`config.mk`:
```
export PLATFORM = sky130hd
export DESIGN_NAME = ctrl_seq_unit
export DESIGN_NICKNAME = d
export VERILOG_FILES = /design/src/rtl/ctrl_seq_unit.sv
export SDC_FILE = /design/constraint.sdc
export NUM_CORES = 1
export LEC_CHECK = 0
export BUFFER_PORTS_ARGS = -buffer_cell sky130_fd_sc_hd__buf_2
export CAP_MARGIN = 25
export CELL_PAD_IN_SITES_DETAIL_PLACEMENT = 0
export CELL_PAD_IN_SITES_GLOBAL_PLACEMENT = 1
export CORE_MARGIN = 5
export CORE_UTILIZATION = 39
export CTS_CLUSTER_DIAMETER = 150
export DETAILED_ROUTE_END_ITERATION = 12
export PLACE_DENSITY = 0.79
export REMOVE_ABC_BUFFERS = 1
export SYNTH_ARGS = -nofsm -noshare
export SYNTH_HDL_FRONTEND = slang
export SYNTH_SLANG_ARGS = --single-unit
```
`constraint.sdc`:
```
create_clock -name clk -period 1.9 [get_ports clk]
set_input_delay 0.19 -clock clk [delete_from_list [all_inputs] [get_ports clk]]
set_output_delay 0.19 -clock clk [all_outputs]
set_load 0.005 [all_outputs]
```
`src/rtl/ctrl_seq_unit.sv`:
```
// Registered control sequencer: decodes opcodes into execute-stage enables and
// sequences reset boot, two-word immediates, halt, stalls and illegal opcodes.
module ctrl_seq_unit #(
    parameter int OPC_W       = 7,
    parameter int BOOT_CYCLES = 2,
    parameter int ALU_W       = 4
) (
    input  logic             clk,
    input  logic             reset,
    input  logic [OPC_W-1:0] opcode,
    input  logic             instr_valid,
    input  logic             stall,
    output logic [ALU_W-1:0] alu_op,
    output logic             reg_write,
    output logic             mem_read,
    output logic             mem_write,
    output logic             imm_sel,
    output logic             out_en,
    output logic             in_en,
    output logic             pc_en,
    output logic             pc_rst_load,
    output logic             fetch_imm,
    output logic             halted,
    output logic             illegal,
    output logic             boot
);

    typedef enum logic [2:0] {RST, BOOT, RUN, IMM, HALT} state_t;
    typedef enum logic [1:0] {P_IADD, P_LDM, P_LDD, P_STD} pend_t;

    state_t state, state_nxt;
    pend_t  pend, d_pend;
    logic [3:0] cnt;

    logic [6:0]       op7;
    logic             op_hi_ok;
    logic [ALU_W-1:0] d_alu;
    logic             d_rw, d_oe, d_ie, d_two, d_hlt, d_ill;
    logic             take;

    logic [ALU_W-1:0] n_alu;
    logic n_rw, n_mr, n_mw, n_is, n_oe, n_ie;
    logic n_pc, n_prl, n_fi, n_halt, n_ill, n_boot;

    assign op7      = opcode[6:0];
    assign op_hi_ok = (opcode >> 7) == '0;
    assign take     = (state == RUN) && !stall && instr_valid;

    // Opcode decode; any nonzero bit above the 7-bit field makes it unknown.
    always_comb begin
        d_alu  = '0;
        d_rw   = 1'b0;
        d_oe   = 1'b0;
        d_ie   = 1'b0;
        d_two  = 1'b0;
        d_hlt  = 1'b0;
        d_ill  = 1'b0;
        d_pend = P_IADD;
        case (op7)
            7'b0010001: begin d_alu = ALU_W'(4); d_rw = 1'b1; end
            7'b0000011: begin d_alu = ALU_W'(5); d_rw = 1'b1; end
            7'b0010101: d_rw = 1'b1;
            7'b0000001: begin d_alu = ALU_W'(1); d_rw = 1'b1; end
            7'b0001001: begin d_alu = ALU_W'(2); d_rw = 1'b1; end
            7'b0001101: begin d_alu = ALU_W'(3); d_rw = 1'b1; end
            7'b0011001: d_oe = 1'b1;
            7'b0011000: begin d_ie = 1'b1; d_rw = 1'b1; end
            7'b1100010: d_alu = ALU_W'(6);
            7'b1101000: ;
            7'b1100001: d_hlt = 1'b1;
            7'b0100000: d_two = 1'b1;
            7'b0110101: begin d_two = 1'b1; d_pend = P_LDM; end
            7'b0100010: begin d_two = 1'b1; d_pend = P_LDD; end
            7'b0100011: begin d_two = 1'b1; d_pend = P_STD; end
            default:    d_ill = 1'b1;
        endcase
        if (!op_hi_ok) begin
            d_alu = '0;
            d_rw  = 1'b0;
            d_oe  = 1'b0;
            d_ie  = 1'b0;
            d_two = 1'b0;
            d_hlt = 1'b0;
            d_ill = 1'b1;
        end
    end

    always_ff @(posedge clk) begin
        if (reset) begin
            state <= RST;
            cnt   <= 4'(BOOT_CYCLES - 1);
            pend  <= P_IADD;
        end else begin
            state <= state_nxt;
            if (state == BOOT && cnt != 4'd0)
                cnt <= cnt - 4'd1;
            if (take && d_two)
                pend <= d_pend;
        end
    end

    always_comb begin
        state_nxt = state;
        case (state)
            RST:  state_nxt = BOOT;
            BOOT: if (cnt == 4'd0) state_nxt = RUN;
            RUN: begin
                if (take && d_hlt)      state_nxt = HALT;
                else if (take && d_two) state_nxt = IMM;
            end
            IMM:  if (!stall && instr_valid) state_nxt = RUN;
            HALT: state_nxt = HALT;
            default: state_nxt = RST;
        endcase
    end

    // Next registered output values; everything not set below is a bubble.
    always_comb begin
        n_alu  = '0;
        n_rw   = 1'b0;
        n_mr   = 1'b0;
        n_mw   = 1'b0;
        n_is   = 1'b0;
        n_oe   = 1'b0;
        n_ie   = 1'b0;
        n_pc   = 1'b0;
        n_prl  = 1'b0;
        n_fi   = 1'b0;
        n_halt = 1'b0;
        n_ill  = 1'b0;
        n_boot = 1'b0;
        if (reset) begin
            n_prl  = 1'b1;
            n_boot = 1'b1;
        end else begin
            case (state)
                RST: begin
                    n_pc   = 1'b1;
                    n_boot = 1'b1;
                end
                BOOT: begin
                    n_pc   = 1'b1;
                    n_boot = cnt != 4'd0;
                end
                RUN: begin
                    if (!stall && !instr_valid) begin
                        n_pc = 1'b1;
                    end else if (take) begin
                        n_pc   = !d_hlt;
                        n_halt = d_hlt;
                        n_alu  = d_alu;
                        n_rw   = d_rw;
                        n_oe   = d_oe;
                        n_ie   = d_ie;
                        n_fi   = d_two;
                        n_ill  = d_ill;
                    end
                end
                IMM: begin
                    if (!stall && instr_valid) begin
                        n_pc  = 1'b1;
                        n_is  = 1'b1;
                        n_alu = (pend == P_LDM) ? ALU_W'(0) : ALU_W'(1);
                        n_rw  = pend != P_STD;
                        n_mr  = pend == P_LDD;
                        n_mw  = pend == P_STD;
                    end
                end
                HALT: n_halt = 1'b1;
                default: ;
            endcase
        end
    end

    always_ff @(posedge clk) begin
        alu_op      <= n_alu;
        reg_write   <= n_rw;
        mem_read    <= n_mr;
        mem_write   <= n_mw;
        imm_sel     <= n_is;
        out_en      <= n_oe;
        in_en       <= n_ie;
        pc_en       <= n_pc;
        pc_rst_load <= n_prl;
        fetch_imm   <= n_fi;
        halted      <= n_halt;
        illegal     <= n_ill;
        boot        <= n_boot;
    end

endmodule

```
## After elaboration in Yosys (flattened, before gate mapping)

Cells that the tools add are included.

| word-level totals | value |
|---|---|
| bits in registers | 25 |
| input bits | 11 |
| logic and storage cells | 99 |
| output and inout bits | 16 |

| operators by class | value |
|---|---|
| $add $sub $neg | 1 |
| multiplexer cells | 31 |
| bitwise gates (word level) | 4 |
| reduce and logical (&&, ||, !) cells | 21 |
| equal/unequal tests | 26 |

Operators by type and width:

| cell | number |
|---|---|
| $eq A7 B5 Y1 const B | 4 |
| $eq A7 B6 Y1 const B | 4 |
| $eq A7 B7 Y1 const B | 3 |
| $pmux W3 S6 | 1 |
| $mux W1 | 17 |
| $pmux W3 S5 | 1 |
| $reduce_or A15 Y1 | 1 |
| $eq A7 B4 Y1 const B | 2 |
| $mux W3 | 4 |
| $mux W4 | 2 |
| $pmux W4 S2 | 1 |
| $reduce_or A4 Y1 | 2 |
| $eq A7 B1 Y1 const B | 1 |
| $eq A7 B2 Y1 const B | 1 |
| $logic_and A1 B1 Y1 | 7 |
| $reduce_or A7 Y1 | 1 |
| $eq A3 B2 Y1 const B | 2 |
| $pmux W1 S2 | 3 |
| $pmux W2 S3 | 1 |
| $eq A2 B2 Y1 const B | 2 |
| $logic_not A4 Y1 | 1 |
| $ne A2 B2 Y1 const B | 2 |
| $not A1 Y1 | 4 |
| $reduce_bool A4 Y1 | 1 |
| other kinds (12) | 15 |

## Depth between registers and ports, before layout

Gate-level depths: netlist of the first run.

| logic depth | value |
|---|---|
| word-level depth | 7 |
| gate-level depth with buffers | 6 |
| depth with buffers taken out | 6 |

## Worst setup path after synthesis of the first run

OpenSTA, ideal clock, no wires.

| timing path | value |
|---|---|
| path kind | reg2reg |
| start | register cnt[0] |
| end | register cnt[0] |
| data arrival time | 1.359 ns |
| slack | 0.424 ns |
| buffers on the path | 0 |
| clock period less this slack | 1.476 ns |
| stages on the path, launching flop included | 7 |
| data required time | 1.783 ns |
| library setup time | 0.117 ns |
| cells stage by stage | dfxtp_1 inv_1 ha_1 or3b_2 and2_1 xnor2_1 nand2b_1 |

| on the way | value |
|---|---|
| word-level cells in the longest chain between the ends | 2 |
| elaborated cells between the ends (all ways) | 3 |
| classes of those cells | add/sub (1); reduce/logical (2) |

RTL lines:

| what | line | source |
|---|---|---|
| start, declared | 33 | `logic [3:0] cnt;` |
| start signal, assigned | 91 | `cnt <= 4'(BOOT_CYCLES - 1);` |
| start signal, assigned | 96 | `cnt <= cnt - 4'd1;` |
| parallel branches: the longest is 2 deep, another holds $sub A4 B1 Y4 | n/a |  |

Parallel ways; which one is timed is not known.
A chain may end at the register's enable or synchronous reset.

## Worst setup path after layout of the first run

Ends and elaborated chain as after synthesis.

==> results of run 1 <==
-- area by class of cell --
class                      instances  area (µm²)  area share, %
timing repair buffer              26         133           9.79
clock buffer                       3        22.5           1.66
clock inverter                     1        30.0           2.22
tap                               33        41.3           3.05
sequential                        24         480           35.5
inverter                           5        18.8           1.39
multi-input combinational         92         629           46.4
-- worst max path at each step --
stage	from	endpoint	slack [ns]	cells after the start
finish	cnt[0]	cnt[0]	0.30	6
global route	cnt[0]	cnt[1]	0.15	5
CTS	cnt[0]	cnt[0]	0.30	6
detailed placement	cnt[0]	cnt[0]	0.33	6
global placement	state[1]	illegal	0.34	4
floorplan	cnt[0]	cnt[0]	0.42	6
-- state kept, by name, summed over array words and instances, names as in the netlist --
name / count
cnt: 4
alu_op: 3
state: 3
pend: 2
boot: 1
fetch_imm: 1
halted: 1
illegal: 1
imm_sel: 1
in_en: 1
mem_read: 1
mem_write: 1
out_en: 1
pc_en: 1
pc_rst_load: 1
reg_write: 1
-- per-stage QoR --
| step | total power [W] | hold slack (ns) |
|---|---|---|
| 5_1_grt | 0.00127 | 0.175 |
| 2_1_floorplan | 0.000753 | 0.218 |
| 4_1_cts | 0.00120 | 0.152 |
| 3_5_place_dp | 0.000831 | 0.482 |
| 6_report | 0.00119 | 0.163 |
| 3_3_place_gp | 0.000821 | 0.461 |
-- synth_stat cells (3+ instances only) --
master	instances	area, µm²
nand3_1	6	30.0
mux2i_1	4	40.0
buf_2	4	20.0
nand4bb_1	3	33.8
dfxtp_1	24	480
nand2_1	5	18.8
inv_1	5	18.8
o21ai_0	3	15.0
nor2_1	15	56.3
a21o_1	4	30.0
nand2b_1	5	31.3
nor3b_1	3	22.5
xor2_1	3	26.3
nor3_1	5	25.0
-- critical path, stage by stage (launching register included) --
cell	delay (ns)
dfxtp_1	0.36
inv_1	0.06
ha_1	0.18
or3b_2	0.48
and2_1	0.21
xnor2_1	0.16
nand2b_1	0.07
-- power by group --
part | internal [W] | leakage [nW] | total (W) | switching [W]
Combinational | 0.000117 | 0.349 | 0.000238 | 0.000121
Clock | 0.000213 | 0.0279 | 0.000370 | 0.000157
Sequential | 0.000543 | 0.195 | 0.000582 | 0.0000386
-- logic make-up (layout without fill, tap and decap cells) --
logic type | Yosys count | count (layout) | synth area share [%]
AOI/OAI and AO/OA | 20 | 20 | 12.8
xor gates and xnor gates | 4 | 4 | 2.96
adders and majority gates | 1 | 1 | 1.06
buffers and inverters | 14 | 35 | 6.24
muxes | 4 | 4 | 3.38
and+or+nand+nor | 62 | 62 | 32.7
DFF | 24 | 24 | 40.6
other | 1 | 1 | 0.317
-- layer usage --
metal	up-vias	wire length [µm]
met3	2	100
li1	507	-
met2	26	1200
met1	479	1100
met4	0	19
met5	-	0
==> results summary, run 1 <==
The flow ran to the end, and the final reports show no timing, DRC or antenna violations. The share of post-route cells with drive strength above 1 came out at 24.5%. The min-delay analysis places its worst path in the category in2reg. The count of flip-flops with a built-in enable after synthesis is 0. The number of CTS-inserted buffers is 3. Prior to clock tree synthesis, the placed netlist has a worst setup slack of 0.328 ns. The startpoint identified for the worst hold timing path is opcode[2]. The cell area after placement is 1300 µm². The total standard cell area after synthesis came out at 1180 µm². In the final routed layout, each cell accounts on average for 13.2 µm. Measured in cells, the most critical reg-to-reg path has a length of 6. The maximum resistive drop on vdd is 0.000350 V.

The library cell used most frequently in the layout, excluding fill and tap cells, is buf_2. The slew of the pin with the lowest slew margin is 0.536 ns. Of all nets on the critical path, the largest fanout is 4. Setup repair after global routing left no endpoint under its margin. The worst clock skew came out at 0.0160 ns. The number of port buffers came out at 25. The number of cell rows came out at 20.

The total number of vias came out at 1014. The global routing met3 resource utilization came out at 2.05%. The wire length of the first global-routing pass came out at 4.28 mm.

The initial antenna violation count came out at 0. The clock sink count is 24. The layout overhead on the synthesized area came out at 14.5%.

The mean area per synthesized cell is 9.10 µm². The routability congestion estimate is 0.824. The number of placed instances, taps included, is 180. The number of DRC markers after the initial detailed-route iteration is 37. The antenna diode count came out at 0. The number of cells on the worst hold path is 2. The TritonCTS clock tree is yes. The overall die height came out at 65.1 µm.

For this run, asynchronously set or reset flops after synthesis account for 0%. The number of pins exceeding their max-slew limit in the final report is 0. The layout has 306 filler cells.

The routed design could run at a clock period as short as 1.60 ns. In this run the deepest clock path goes through 2 buffers. The max-cap check violation count is 0.

Setup violations remaining at the end of the flow were counted as 0. The detail-routed via count per cell came out at 5.51. The slack of the worst reg-to-reg path is 0.30 ns. Among all flip-flop cells after synthesis, the most frequent one is dfxtp_1.

The worst setup path category is reg2reg. The total congestion overflow came out at 0. The number of levels in the clock H-tree is 1. The post-layout net count is 164. The global routing's busiest layer is met2. The top-level I/O count came out at 27.

Once the clock tree was built, the resizer swapped 0 gates to a different size. The total area inside the core boundary comes to 2980 µm². The data arrival at the endpoint of the critical path is 1.84 ns.

The overall global routing resource usage came out at 12.7%. The total number of yosys warnings came out at 0. The number of hold-slack violations in the final timing report came out at 0. The die outline area is 4240 µm².

The number of iterations in the first detailed-routing pass is 4. The cell count after synthesis is 130. The total leakage power is 0.572 nW. The distinct cell type count after synthesis is 46. The worst setup path is captured at a register. The clock slew seen by the registers of the worst setup and hold paths came out at 0.14 ns. The met1 demand-to-capacity share in global routing is 16.5%. The share of the cycle needed by the critical path after routing is 84.2%.

Detailed placement ended at an HPWL of 1.80 mm. The finished cells cover 1360 µm². The critical path startpoint category is a register.

The starting utilization of the core area is 39.7%. The smallest setup slack after layout is 0.299 ns. In this run the clock root is driven by a clkbuf_4.

The die is 65.1 µm wide. The number of hold buffers added after CTS is 0. The total routed wirelength is 2.42 mm.

The worst hold path terminates at alu_op[2]. For the worst-skew pair, the clock arrives at the later sink with an insertion delay of 0.32 ns. The endpoint identified for the worst register-to-register timing path is cnt[0]. The final core area utilization is 45.5%.

The number of global-route vias before repair is 921. The count of nets left with antenna violations once routing finished came out at 0. The met2 track demand over resource in global routing is 20.9%. For the final routed database, the setup TNS stands at 0 ns. The top achievable clock speed came out at 0.625 GHz.

In this run the critical register-to-register path is launched from cnt[0]. Post-CTS timing repair inserted 0 buffers for setup. The largest net degree at the start of global routing came out at 20. Synthesis inferred 24 register bits.

The worst slew margin relative to its limit is 63.7%. The worst endpoint required time is 2.14 ns. The top cell types in the final layout, fill and taps aside, are buf_2, dfxtp_1, nor2_1, nand3_1. In the routed design, unresolved DRC markers number 0. For this run, the register share of the synthesized area comes to 40.6%. The power per cell area came out at 879 nW/µm². The number of non-filler instances in the completed layout came out at 184.
Note: power is estimated with default switching activity, not from simulation.
==> run 2: changes to the inputs <==
==> constraint.sdc (replaced) <==
create_clock -name clk -period 1.5 [get_ports clk]
set_input_delay 0.15 -clock clk [delete_from_list [all_inputs] [get_ports clk]]
set_output_delay 0.15 -clock clk [all_outputs]
set_load 0.005 [all_outputs]
==> run 2 against run 1 <==
Global-route usage is 0.32 points lower. Final cell count is 3.8% higher. Wire length is 1.1% higher. Die area stayed put. Critical endpoint unchanged. Non-clock buffer count is 7 higher. Critical path type unchanged. Worst setup slack worse by 0.21 ns. Sequential cell count stayed put.
==> results summary, run 2 (synthesis gave the netlist of run 1 again) <==
The number of DRC markers after the initial detailed-route iteration is 33 (-11%). On the critical path, the stage with the largest delay is an instance of or3b_4. The number of global-route vias before repair came out at 961 (+4.3%). The total number of vias came out at 997 (-1.7%). The total net switching power is 0.000417 W (+32%). The latest clock arrival within the worst-skew pair was 0.31 ns (about the same). The wire length of the first global-routing pass came to 4.16 mm (-2.8%). The register with the most flip-flops in the final layout is cnt. The overall global routing resource usage is 12.4% (-0.32 points).

The number of cells on the worst hold path is 2 (unchanged). The number of iterations in the first detailed-routing pass came out at 4 (unchanged). The clock slew seen by the registers of the worst setup and hold paths came to 0.12 ns (-0.02 ns). The critical path startpoint category is a register. The minimum hold slack is 0.114 ns (-0.0489 ns).

The total routed wirelength is 2.45 mm (+1.1%). The total leakage power came out at 0.612 nW (+6.8%). The core area came out at 2980 µm² (unchanged). The combined flip-flop and latch cell area came to 480 µm² (unchanged). The area occupied by multi-input gates is 647 µm² (+2.8%). The post-layout net count is 171 (+4.3%). The slack of the worst reg-to-reg path was 0.09 ns (-0.21 ns). TritonCTS built the clock tree. The share of post-route cells with drive strength above 1 is 29.7% (+5.2 points). The worst endpoint required time is 1.72 ns (-0.42 ns). The max-cap check violation count came out at 0 (unchanged). The run finished with clean final reports. The cell count of the worst reg-to-reg path is 6 (unchanged). The flip-flop count of the largest register after layout is 4 (unchanged). The worst clock skew came to 0.00129 ns (-0.0147 ns). The internal portion of total power is 0.00106 W (+21%).

The top fanout value on the critical path is 4 (unchanged). The overall die height came out at 65.1 µm (unchanged). The share of the cycle needed by the critical path after routing came out at 94.3% (+10 points). The smallest setup slack after layout came out at 0.0857 ns (-0.214 ns).

In this run the critical register-to-register path is launched from cnt[0]. The library cell used most frequently in the layout, excluding fill and tap cells, is buf_2. In the final layout, the registers with the most flip-flops are cnt: 4 flops, alu_op: 3 flops, state: 3 flops.

The worst hold path terminates at alu_op[2]. The routability congestion estimate came to 0.853 (+3.6%). The delay of the slowest cell on the worst path is 0.40 ns (-0.08 ns).

The endpoint identified for the worst register-to-register timing path is cnt[0]. The maximum resistive drop on vdd came out at 0.000450 V (+29%). The die outline width was 65.1 µm (unchanged). The number of buffers on the longest clock path came to 2 (unchanged).

In this run the most critical hold path is launched from opcode[2]. The area growth from synthesis to layout is 19.0%. The antenna diode count was 0 (unchanged). STA classifies the critical path endpoint as a register. The placed wire-length estimate came out at 1.80 mm (about the same). The proportion of total power due to net switching was 28.3% (+1.7 points). The top achievable clock speed is 0.707 GHz (+13%).

The data arrival at the endpoint of the critical path is 1.64 ns (-0.20 ns). The sequential share of power came out at 49.2% (+0.3 points). The number of CTS-inserted buffers is 3 (unchanged).

The critical path goes through inv_1, ha_1, or3b_4, and2_4, xnor2_2, nand2b_1. The largest net degree at the start of global routing is 20 (unchanged). The worst slack after detailed placement came out at -0.0497 ns (-0.378 ns). The part of the total power dissipated in combinational logic came out at 28.0% (+8.0 points). Clock tree synthesis selected as its root buffer the cell clkbuf_4. The number of levels in the clock H-tree is 1 (unchanged). The count of nets left with antenna violations after detail routing is 0 (unchanged).

The average wire per cell in the routed design is 12.8 µm (-2.6%). The clock network power share came out at 22.7% (-8.4 points). The top-level I/O count is 27 (unchanged).

The final period demand of the worst path is 1.41 ns (-0.186 ns). The worst setup path is of the reg2reg kind. The number of hold-slack violations in the final timing report came out at 0 (unchanged). Leaving out fill and tap cells, the most frequent cells in the layout are buf_2, dfxtp_1, nor2_1, buf_4, nand3_1.

The number of filler instances in the final layout is 297 (-2.9%). The sum of negative setup slack came to 0 ns (unchanged). The detail-routed via count per cell came out at 5.22 (-5.3%). The total power came out at 0.00147 W (+24%). The post-CTS repair timing setup buffer count came out at 0 (unchanged). Setup repair after global routing left no endpoint under its margin. The number of cell rows was 20 (unchanged). The power per cell area is 1050 nW/µm² (+19%). The min-delay analysis places its worst path in the category in2reg. The starting utilization of the core area is 39.7% (unchanged). The total setup violations reported at the end of the flow came out at 0 (unchanged). The residual DRC count is 0 (unchanged). The die outline area came out at 4240 µm² (unchanged).

The clock sink count is 24 (unchanged). The number of port buffers was 25 (unchanged). The initial antenna violation count is 0 (unchanged). The total congestion overflow came out at 0 (unchanged).

The number of pins exceeding their max-slew limit in the final report is 0 (unchanged).
[run 2: worst max-delay path, delay by kind of cell, from the launching register on]
family / cells / cell delay, ns
XOR/XNOR: 1 / 0.12
buffers and inverters: 1 / 0.05
AND/OR/NAND/NOR: 3 / 0.63
adder cells (fa/ha/maj): 1 / 0.18
flip-flops: 1 / 0.33
[run 2: timing repair]
item / CTS / global route
setup endpoints to repair: 3 / 1
hold buffers: 0 / 0
resized for setup: 4 / 1
[run 2: through the flow]
step           instances  util (%)  area, µm²
2_1_floorplan        121         -       1130
3_3_place_gp         187      45.5       1360
3_5_place_dp         187      45.5       1360
4_1_cts              191      47.1       1400
5_1_grt              191      47.3       1410
6_report             191      47.3       1410
[run 2: area by class of cell]
type,count,share of cell area (%)
clock buffer,4,2.58
inverter,5,1.33
sequential,24,34.1
tap,33,2.93
multi-input combinational,92,45.9
timing repair buffer,33,13.1
[run 2: layer usage]
metal	share of wire (%)	vias to the layer above	wire, µm	track usage (%)
met5	0	-	0	0
met2	48	18	1190	21.3
met1	47	459	1160	14.8
met3	2.7	4	67	2.22
li1	-	516	-	-
met4	1.5	0	36	6.22
[run 2: how the worst max path moves through the flow]
stage,startpoint,endpoint,slack (ns),cells after the start
4_1_cts,cnt[0],state[0],0.08,6
3_5_place_dp,cnt[0],cnt[1],-0.05,5
6_report,cnt[0],cnt[0],0.09,6
2_1_floorplan,cnt[0],cnt[0],0.02,6
5_1_grt,state[0],cnt[3],0.002,5
3_3_place_gp,cnt[0],cnt[0],0.008,6
[run 2: power groups by stage]
stage                     registers [W]  logic [W]  clock network, W
after floorplan                0.000742   0.000213                 0
after global placement         0.000736   0.000353                 0
after detailed placement       0.000738   0.000364                 0
after CTS                      0.000725   0.000395          0.000361
after global routing           0.000730   0.000463          0.000385
final                          0.000726   0.000413          0.000335
==> run 3: changes to the inputs <==
--- a/config.mk
+++ b/config.mk
@@ -7,14 +7,13 @@
 export LEC_CHECK = 0
 export BUFFER_PORTS_ARGS = -buffer_cell sky130_fd_sc_hd__buf_2
 export CAP_MARGIN = 25
-export CELL_PAD_IN_SITES_DETAIL_PLACEMENT = 0
-export CELL_PAD_IN_SITES_GLOBAL_PLACEMENT = 1
 export CORE_MARGIN = 5
-export CORE_UTILIZATION = 39
+export CORE_UTILIZATION = 52
 export CTS_CLUSTER_DIAMETER = 150
 export DETAILED_ROUTE_END_ITERATION = 12
 export PLACE_DENSITY = 0.79
 export REMOVE_ABC_BUFFERS = 1
+export SKIP_CTS_REPAIR_TIMING = 1
 export SYNTH_ARGS = -nofsm -noshare
 export SYNTH_HDL_FRONTEND = slang
 export SYNTH_SLANG_ARGS = --single-unit
==> run 3 against run 2 <==
Sequential power rose by 2%. Critical endpoint is now state[1]. Via count rose by 4.2%. Largest cell class unchanged. Largest power group unchanged. Combinational power fell by 5.1%. Cell area rose by 1.5%. Clock-buffer cell count fell by 1. Total power rose by 7.8%.
==> results summary, run 3 (synthesis gave the netlist of run 1 again) <==
The TritonCTS clock tree is yes. The routability congestion estimate is 0.892 (+4.5%). The largest registers in the layout are cnt: 4 flops, alu_op: 3 flops, state: 3 flops. The top-level I/O count is 27 (unchanged). The total congestion overflow came to 0 (unchanged). The residual DRC count came out at 0 (unchanged).

The startpoint identified for the worst hold timing path is opcode[2]. The top fanout value on the critical path came to 4 (unchanged). The max-cap check violation count is 0 (unchanged).

The post-layout net count is 169 (-1.2%). The detail-routed via count per cell is 5.65 (+8.2%). The total number of vias is 1039 (+4.2%). The maximum resistive drop on vdd came out at 0.000618 V (+37%). The total power was 0.00159 W (+7.8%). The starting utilization of the core area is 54.0% (+14 points). The part of the total power dissipated in combinational logic came out at 24.6% (-3.4 points). For hold timing, the worst endpoint is alu_op[2]. The number of buffers on the longest clock path is 2 (unchanged). The number of global-route vias before repair came out at 996 (+3.6%). The worst clock skew is 0.00456 ns (+0.00327 ns). In this run the critical register-to-register path is launched from cnt[0]. The library cell used most frequently in the layout, excluding fill and tap cells, is buf_2.

The number of CTS-inserted buffers is 3 (unchanged). In the layout the commonest cells are buf_2, dfxtp_1, nor2_1, nand3_1, buf_4. The proportion of total power due to net switching came to 26.6% (-1.7 points). The final core area utilization came out at 65.3% (+18 points). The total net switching power is 0.000423 W (+1.4%).

The number of cell rows came out at 17 (-15%). The latest clock arrival within the worst-skew pair is 0.30 ns (about the same). The critical path startpoint category is a register. The number of filler instances in the final layout came to 187 (-37%).

The overall die height is 57.7 µm (-11%). The clock slew seen by the registers of the worst setup and hold paths came out at 0.13 ns (about the same). The die outline area came out at 3330 µm² (-21%). The initial antenna violation count is 0 (unchanged). The flip-flop count of the largest register after layout is 4 (unchanged). The share of the cycle needed by the critical path after routing came out at 97.9% (+3.6 points). The layout overhead on the synthesized area came out at 20.8%.

The internal portion of total power is 0.00117 W (+10%). The core area is 2190 µm² (-26%). The sequential share of power came out at 46.6% (-2.6 points). The flow ran to the end, and the final reports show no timing, DRC or antenna violations. The number of port buffers came out at 25 (unchanged). The number of iterations in the first detailed-routing pass is 4 (unchanged). The total leakage power is 0.605 nW (-0.98%). The total setup violations reported at the end of the flow came out at 0 (unchanged). More flip-flops sit in one register than any other, and that register is cnt. The top achievable clock speed was 0.681 GHz (-3.7%). The worst register-to-register path ends at state[1].

The number of pins exceeding their max-slew limit in the final report was 0 (unchanged). The worst setup path is of the reg2reg kind. The largest net degree at the start of global routing was 20 (unchanged). The cell count of the worst reg-to-reg path is 5 (-1). The average wire per cell in the routed design was 14.5 µm (+13%).

The total routed wirelength is 2.66 mm (+8.8%). The slack of the worst reg-to-reg path is 0.03 ns (-0.05 ns). The number of cells on the worst hold path came out at 2 (unchanged).

The final period demand of the worst path came to 1.47 ns (+0.0542 ns). The data arrival at the endpoint of the critical path came to 1.67 ns (+0.03 ns). The placed wire-length estimate came out at 1.92 mm (+6.9%). The clock network power share came out at 28.8% (+6.1 points). The worst hold path belongs to the class in2reg. The power per cell area was 1110 nW/µm² (+6.2%). STA classifies the critical path endpoint as a register. The number of levels in the clock H-tree came out at 1 (unchanged).

The antenna diode count is 0 (unchanged). The wire length of the first global-routing pass came to 4.33 mm (+4.2%). The share of post-route cells with drive strength above 1 came out at 31.4% (+1.7 points). The clock root buffer master is clkbuf_4. The number of hold-slack violations in the final timing report came out at 0 (unchanged).

The overall global routing resource usage came to 16.1% (+3.6 points). The count of nets left with antenna violations after detail routing was 0 (unchanged). The die outline width is 57.7 µm (-11%). The clock sink count is 24 (unchanged). The number of DRC markers after the initial detailed-route iteration came out at 40 (+21%).

The worst endpoint required time is 1.70 ns (-0.02 ns).
run 3: worst max path at each step:
stage | end | slack (ns) | from | cells after the start
after floorplan | cnt[0] | 0.02 | cnt[0] | 6
after global placement | cnt[0] | 0.02 | cnt[0] | 6
after detailed placement | state[1] | -0.06 | cnt[1] | 5
after CTS | state[1] | -0.09 | cnt[1] | 5
after global routing | state[1] | -0.02 | cnt[0] | 5
final | state[1] | 0.03 | cnt[0] | 5
run 3: layout make-up:
| cell class | count | area [µm²] | area share, % |
|---|---|---|---|
| Inverter | 5 | 18.8 | 1.31 |
| Multi-Input combinational cell | 92 | 667 | 46.6 |
| Clock inverter | 1 | 30.0 | 2.10 |
| Sequential cell | 24 | 487 | 34.0 |
| Clock buffer | 3 | 22.5 | 1.57 |
| Timing Repair Buffer | 31 | 170 | 11.9 |
| Tap cell | 28 | 35.0 | 2.45 |
run 3: critical path: stages, from the launching register on:
cell	delay [ns]
dfxtp_1	0.34
inv_1	0.07
ha_2	0.19
or3b_4	0.39
and2_4	0.17
a2111oi_4	0.21
run 3: per-stage QoR:
step	setup WS, ns	setup TNS [ns]	cell area [µm²]	hold WS (ns)	instances
after floorplan	0.0239	0	1130	0.178	121
after detailed placement	-0.0609	-0.157	1330	0.452	180
after global routing	-0.0249	-0.0611	1430	0.133	184
final	0.0315	0	1430	0.129	184
after global placement	0.0220	0	1330	0.438	180
after CTS	-0.0931	-0.283	1390	0.118	184
run 3: power by group through the flow:
stage / Sequential (W) / Clock (W) / Combinational (W)
6_report: 0.000740 / 0.000457 / 0.000392
5_1_grt: 0.000749 / 0.000503 / 0.000432
2_1_floorplan: 0.000742 / 0 / 0.000213
3_3_place_gp: 0.000741 / 0 / 0.000323
3_5_place_dp: 0.000746 / 0 / 0.000346
4_1_cts: 0.000731 / 0.000464 / 0.000349
run 3: layer usage:
layer  up-vias  part of all wire (%)  track usage, %  routed length (µm)
met4         0                   1.9            4.64                  51
met3         6                   5.7            3.12                 151
met1       487                    39            18.9                1040
met5         -                     0               0                   0
met2        34                    53            29.2                1420
li1        512                     -               -                   -
